===== src/rtl/fix2flt_pkg.sv =====
// Shared types and constants for the sequential 8.8 fixed-point to half-precision converter.
package fix2flt_pkg;

   typedef enum logic [3:0] {
      IDLE,
      RD_LO,
      RD_HI,
      ABS,
      NORM,
      ROUND,
      WR_LO,
      WR_HI,
      DONE
   } state_t;

   localparam int EXP_BIAS  = 15;
   localparam int FRAC_BITS = 8;
   localparam int MANT_BITS = 10;

endpackage


===== src/rtl/fix2flt_seq_if.sv =====
// Start/done handshake plus data-memory port between the converter and its host.
interface fix2flt_seq_if;

   logic       start;
   logic       done;
   logic [7:0] dm_rdata;
   logic [7:0] dm_addr;
   logic       dm_we;
   logic [7:0] dm_wdata;

   modport master (
      output start,
      output dm_rdata,
      input  done,
      input  dm_addr,
      input  dm_we,
      input  dm_wdata
   );

   modport slave (
      input  start,
      input  dm_rdata,
      output done,
      output dm_addr,
      output dm_we,
      output dm_wdata
   );

endinterface


===== src/rtl/fix2flt_round.sv =====
// Packs a normalized magnitude into a half-precision float, rounding to nearest-even.
module fix2flt_round
   import fix2flt_pkg::*;
(
   input  logic        sign,
   input  logic [15:0] mag,
   input  logic [3:0]  k,
   output logic [15:0] flt
);

   // Exponent when mag[15] was already set in the fixed-point input (no shifts).
   localparam logic [4:0] E_TOP = 5'(EXP_BIAS + 15 - FRAC_BITS);

   function automatic logic [15:0] round_pack(input logic        s,
                                              input logic [15:0] mg,
                                              input logic [3:0]  sh);
      logic [MANT_BITS-1:0] m;
      logic                 guard;
      logic                 sticky;
      logic                 rnd_up;
      logic [MANT_BITS:0]   m_sum;
      logic [4:0]           e;
      m      = mg[14 -: MANT_BITS];
      guard  = mg[4];
      sticky = |mg[3:0];
      rnd_up = guard & (sticky | m[0]);
      m_sum  = {1'b0, m} + {{MANT_BITS{1'b0}}, rnd_up};
      e      = E_TOP - {1'b0, sh};
      // A carry out of the mantissa leaves it zero and bumps the exponent.
      if (m_sum[MANT_BITS]) e = e + 5'd1;
      return {s, e, m_sum[MANT_BITS-1:0]};
   endfunction

   assign flt = round_pack(sign, mag, k);

endmodule


===== src/rtl/fix2flt_seq.sv =====
// Sequential 8.8 two's-complement to IEEE-754 half converter driven by a start/done handshake.
module fix2flt_seq
   import fix2flt_pkg::*;
#(
   parameter logic [7:0] SRC_LO = 8'd0,
   parameter logic [7:0] SRC_HI = 8'd1,
   parameter logic [7:0] DST_LO = 8'd2,
   parameter logic [7:0] DST_HI = 8'd3
) (
   input  logic         clk,
   input  logic         reset,
   fix2flt_seq_if.slave bus
);

   state_t             state;
   logic               start_q;
   logic signed [15:0] x;
   logic               sign;
   logic [15:0]        mag;
   logic [3:0]         k;
   logic [15:0]        result;
   logic [15:0]        rnd_flt;

   fix2flt_round u_round (
      .sign (sign),
      .mag  (mag),
      .k    (k),
      .flt  (rnd_flt)
   );

   // Outputs are registered from the next state, so dm_addr is already valid
   // during the read states and the asynchronous memory answers in that cycle.
   always_ff @(posedge clk) begin
      if (reset) begin
         state        <= IDLE;
         start_q      <= 1'b0;
         bus.done     <= 1'b0;
         bus.dm_we    <= 1'b0;
         bus.dm_addr  <= 8'd0;
         bus.dm_wdata <= 8'd0;
      end else begin
         start_q   <= bus.start;
         bus.done  <= 1'b0;
         bus.dm_we <= 1'b0;
         case (state)
            IDLE: begin
               if (start_q && !bus.start) begin
                  bus.dm_addr <= SRC_LO;
                  state       <= RD_LO;
               end
            end
            RD_LO: begin
               x[7:0]      <= bus.dm_rdata;
               bus.dm_addr <= SRC_HI;
               state       <= RD_HI;
            end
            RD_HI: begin
               x[15:8] <= bus.dm_rdata;
               state   <= ABS;
            end
            ABS: begin
               sign <= x[15];
               // -0x8000 wraps back to 0x8000, which is the correct unsigned magnitude.
               mag  <= x[15] ? $unsigned(-x) : $unsigned(x);
               k    <= 4'd0;
               if (x == 16'sd0) begin
                  result       <= 16'h0000;
                  bus.dm_wdata <= 8'h00;
                  bus.dm_addr  <= DST_LO;
                  bus.dm_we    <= 1'b1;
                  state        <= WR_LO;
               end else begin
                  state <= NORM;
               end
            end
            NORM: begin
               if (mag[15]) begin
                  state <= ROUND;
               end else begin
                  mag <= {mag[14:0], 1'b0};
                  k   <= k + 4'd1;
               end
            end
            ROUND: begin
               result       <= rnd_flt;
               bus.dm_wdata <= rnd_flt[7:0];
               bus.dm_addr  <= DST_LO;
               bus.dm_we    <= 1'b1;
               state        <= WR_LO;
            end
            WR_LO: begin
               bus.dm_wdata <= result[15:8];
               bus.dm_addr  <= DST_HI;
               bus.dm_we    <= 1'b1;
               state        <= WR_HI;
            end
            WR_HI: begin
               bus.done <= 1'b1;
               state    <= DONE;
            end
            DONE: begin
               state <= IDLE;
            end
            default: begin
               state <= IDLE;
            end
         endcase
      end
   end

endmodule


===== src/flat_wrapper.sv =====
// flat-port wrapper written by rule: the top's interface ports become plain ports
module fix2flt_seq_flat import fix2flt_pkg::*;
#(
   parameter logic [7:0] SRC_LO = 8'd0,
   parameter logic [7:0] SRC_HI = 8'd1,
   parameter logic [7:0] DST_LO = 8'd2,
   parameter logic [7:0] DST_HI = 8'd3
)
  (clk, reset, bus_start, bus_dm_rdata, bus_done, bus_dm_addr, bus_dm_we, bus_dm_wdata);
  fix2flt_seq_if bus_i ();
  input  logic clk;
  input  logic reset;
  input wire logic [$bits(bus_i.start)-1:0] bus_start;
  input wire logic [$bits(bus_i.dm_rdata)-1:0] bus_dm_rdata;
  output wire logic [$bits(bus_i.done)-1:0] bus_done;
  output wire logic [$bits(bus_i.dm_addr)-1:0] bus_dm_addr;
  output wire logic [$bits(bus_i.dm_we)-1:0] bus_dm_we;
  output wire logic [$bits(bus_i.dm_wdata)-1:0] bus_dm_wdata;
  assign bus_i.start = bus_start;
  assign bus_i.dm_rdata = bus_dm_rdata;
  assign bus_done = bus_i.done;
  assign bus_dm_addr = bus_i.dm_addr;
  assign bus_dm_we = bus_i.dm_we;
  assign bus_dm_wdata = bus_i.dm_wdata;
  fix2flt_seq #(.SRC_LO(SRC_LO), .SRC_HI(SRC_HI), .DST_LO(DST_LO), .DST_HI(DST_HI)) u_core (.clk(clk), .reset(reset), .bus(bus_i));
endmodule

===== config.mk =====
export PLATFORM = sky130hd
export DESIGN_NAME = fix2flt_seq_flat
export DESIGN_NICKNAME = d
export VERILOG_FILES = /design/src/rtl/fix2flt_pkg.sv /design/src/rtl/fix2flt_seq_if.sv /design/src/rtl/fix2flt_round.sv /design/src/rtl/fix2flt_seq.sv /design/src/flat_wrapper.sv
export SDC_FILE = /design/constraint.sdc
export NUM_CORES = 1
export LEC_CHECK = 0
export CORE_ASPECT_RATIO = 0.7
export CORE_MARGIN = 1
export CORE_UTILIZATION = 40
export DETAILED_ROUTE_END_ITERATION = 6
export SYNTH_ARGS = -nofsm -noshare
export SYNTH_HDL_FRONTEND = slang
export SYNTH_SLANG_ARGS = --single-unit
export TNS_END_PERCENT = 30

===== constraint.sdc =====
create_clock -name clk -period 6.9 [get_ports clk]
set_input_delay 0.69 -clock clk [delete_from_list [all_inputs] [get_ports clk]]
set_output_delay 0.69 -clock clk [all_outputs]
set_load 0.02 [all_outputs]

==> results.toml <==
[timing]
min_period_over_period = 0.4682
hold-worst-slack_ns = 0.4726
timing.setup.tns_ns = 0
relative_slew_margins = 0.4541
timing.final.max_slew_violations = 0
max_clock_skew_ns = 0.008227
finalCriticalPeriod_ns = 3.231
hold_violations = 0
tightestPinTransition_ns = 0.8189
grt_setup_unrepaired = "no"
fin_ws_ns = 3.669
finalSetupViolations = 0
fmax_mhz = 309.5

[die]
placement_rows = 26
design.die.area_um2 = 8305
die_height_um = 76.55
die_x_um = 108.5
core-area_um2 = 7482
floorplan.initialDensity = 0.4244
boundaryPins = 29

[global_route]
maximum_number_of_pins_on_one_net_before_global_route_repair = 26
grt.overflow.total = 0
number_of_antenna_violations_at_the_first_check_in_global_routing = 0
via_count_of_the_first_global_routing_pass = 2121
groute.usage.overall = 0.1753
grt_first_pass_wirelength_um = 10900

[setup_path]
required_ns = 6.85
crit_type = "reg -> reg"
endpoint_kind = "register"
biggest_fanout_along_the_worst_timing_path = 11
element_type_at_the_critical_path_start = "register"
worst_ep_arrival_time_ns = 3.18

[clock_network]
cts_made_buffers = 9
postCtsSetupRepairBufs = 0
tritoncts_clock_tree = "built"
post_cts_resize_count = 0
h-tree-depth = 3
clkLatencyLatePin_ns = 0.33
clk_transition_reported_paths_ns = 0.06
clock-root-buffer = "sky130_fd_sc_hd__clkbuf_16"
clkSinkCount = 62
cts-root-to-sink-buffers = 2
hold_buffer_count_at_cts = 0

[final_layout]
nets_finish = 319
layout-drive-gt1-share = 0.08414
final.fill_count = 700
ff_latch_area_um2 = 1692
post-route-util = 0.4963
final_cell_count_no_fill = 407
post-route-cell-area_um2 = 3714
layout-area-overhead-vs-synth_pct = 16.94
diodes = 0
multiInputGateArea_um2 = 1333

[drt]
drt_iter0_markers = 145
antenna_violating_nets_post_route = 0
routed_wl_um = 6567
avgViaCountPerCell = 5.570
vias = 2267
avg_wl_per_cell_um = 16.14
drc = 0
drt_first_pass_iters = 5

[power]
post-layout-total-power_mw = 0.8900
peakVddDrop_mv = 0.09552
p_per_area_nw_per_um2 = 239.7
leakage_nw = 1.231

[job]
max_cap_violations = 0

[synth]
synth_area_leader_cell = "sky130_fd_sc_hd__edfxtp_1"
synth-warning-count = 0
synth_cell_type_count = 50
synth_enable_flop_cells = 45
sequential_element_share_of_the_synthesized_area = 0.5327
netlist_top_cells_area = "sky130_fd_sc_hd__edfxtp_1, sky130_fd_sc_hd__dfxtp_1, sky130_fd_sc_hd__a21oi_1"
synth_cells = 292
syn-cell-area_um2 = 3176
yosys.area.top_type_share = 0.4255
postSynthAreaPerCell_um2 = 10.88
flip_flop_and_latch_count_after_synthesis = 62
synth_async_sr_flop_share = 0
synth_flop_cell = "sky130_fd_sc_hd__edfxtp_1"

[run_status]
status = "finished, final reports clean"

[min_path]
worstHoldPathType = "reg -> reg"

[placement]
placedCellCount = 391
placement.io_buffers = 22
globalplace.congestion = 0.7660
place_worst_setup_slack_ns = 3.685
postPlaceCellArea_um2 = 3416
dp_hpwl_um = 4689
==> where the power goes <==
part	switching [mW]	leakage (nW)	internal, mW	total (mW)
Combinational	0.0200	0.533	0.0159	0.0359
Clock	0.162	0.150	0.280	0.443
Sequential	0.00722	0.548	0.404	0.411
==> cell families (layout without fill, tap and decap cells) <==
logic type | count (synthesis) | after routing | synth area share
compound gates | 81 | 81 | 0.1726
xor+xnor | 26 | 26 | 0.07171
fa+ha+maj | 4 | 4 | 0.01576
buf+inv | 35 | 47 | 0.05358
flops | 62 | 62 | 0.5327
mux | 2 | 2 | 0.006304
other cells | 1 | 6 | 0.001181
simple gates | 81 | 81 | 0.1462
==> cell usage after synthesis (all sizes together) (5+ instances only) <==
| cell type | count |
|---|---|
| clkbuf | 21 |
| inv | 5 |
| xnor2 | 8 |
| dfxtp | 17 |
| a21oi | 32 |
| o21ai | 8 |
| o211ai | 7 |
| buf | 9 |
| nand3 | 11 |
| nand4 | 6 |
| nor3 | 10 |
| a211oi | 5 |
| o41ai | 7 |
| a22oi | 6 |
| nor2 | 14 |
| edfxtp | 45 |
| nand2 | 7 |
| xor2 | 18 |
==> worst max-delay path, cell delays in order (launching register included) <==
cell and delay, ns:
sky130_fd_sc_hd__edfxtp_1 0.40, sky130_fd_sc_hd__inv_1 0.09, sky130_fd_sc_hd__ha_1 0.18, sky130_fd_sc_hd__or4b_1 0.59, sky130_fd_sc_hd__or4_4 0.66, sky130_fd_sc_hd__or2_4 0.28
sky130_fd_sc_hd__a21oi_1 0.66
==> sequential cells by signal, summed over array words and instances (netlist names) <==
signal,count
u_core.start_q,1
u_core.k,4
u_core.bus.dm_we,1
u_core.mag,16
u_core.bus.dm_wdata,8
u_core.sign,1
u_core.bus.done,1
u_core.result,8
u_core.bus.dm_addr,2
u_core.state,4
u_core.x,16
==> per-layer routing <==
layer | wire, µm | GRT usage
met1 | 3574 | 0.2639
met5 | 0 | 0
met4 | 78 | 0.06486
met2 | 2676 | 0.2342
met3 | 238 | 0.04962
==> path summary, 6_finish.rpt <==
kind	end	start	depth (start not counted)	slack, ns
worst max register to register	u_core.result[13]$_SDFFCE_PN0P_	u_core.x[0]$_DFFE_PP_	6	3.67
worst min register to register	u_core.bus.dm_addr[1]$_SDFFE_PP0P_	u_core.bus.dm_addr[1]$_SDFFE_PP0P_	2	0.47
worst min-delay path	u_core.bus.dm_addr[1]$_SDFFE_PP0P_	u_core.bus.dm_addr[1]$_SDFFE_PP0P_	2	0.47
worst max-delay path	u_core.result[13]$_SDFFCE_PN0P_	u_core.x[0]$_DFFE_PP_	6	3.67
==> placed cells by master, fill, tap and decap left out, types with 5 or more instances in the layout <==
cell                              count
sky130_fd_sc_hd__o211ai_1             7
sky130_fd_sc_hd__nor2_1              14
sky130_fd_sc_hd__conb_1               6
sky130_fd_sc_hd__clkdlybuf4s50_1     22
sky130_fd_sc_hd__clkbuf_16            9
sky130_fd_sc_hd__a22oi_1              6
sky130_fd_sc_hd__nor3_1              10
sky130_fd_sc_hd__nand4_1              6
sky130_fd_sc_hd__inv_1                5
sky130_fd_sc_hd__nand2_1              7
sky130_fd_sc_hd__nand3_1             11
sky130_fd_sc_hd__a21oi_1             32
sky130_fd_sc_hd__xnor2_1              8
sky130_fd_sc_hd__xor2_1              18
sky130_fd_sc_hd__o21ai_0              7
sky130_fd_sc_hd__dfxtp_1             17
sky130_fd_sc_hd__o41ai_1              7
sky130_fd_sc_hd__edfxtp_1            45
==> area by class of cell <==
type | instances | share of cell area
sequential | 62 | 0.4555
multi-input combinational | 200 | 0.3588
timing repair buffer | 26 | 0.06739
clock buffer | 9 | 0.06065
tap | 98 | 0.03302
clock inverter | 7 | 0.01954
inverter | 5 | 0.005054
(Power assumes the default switching activity.)
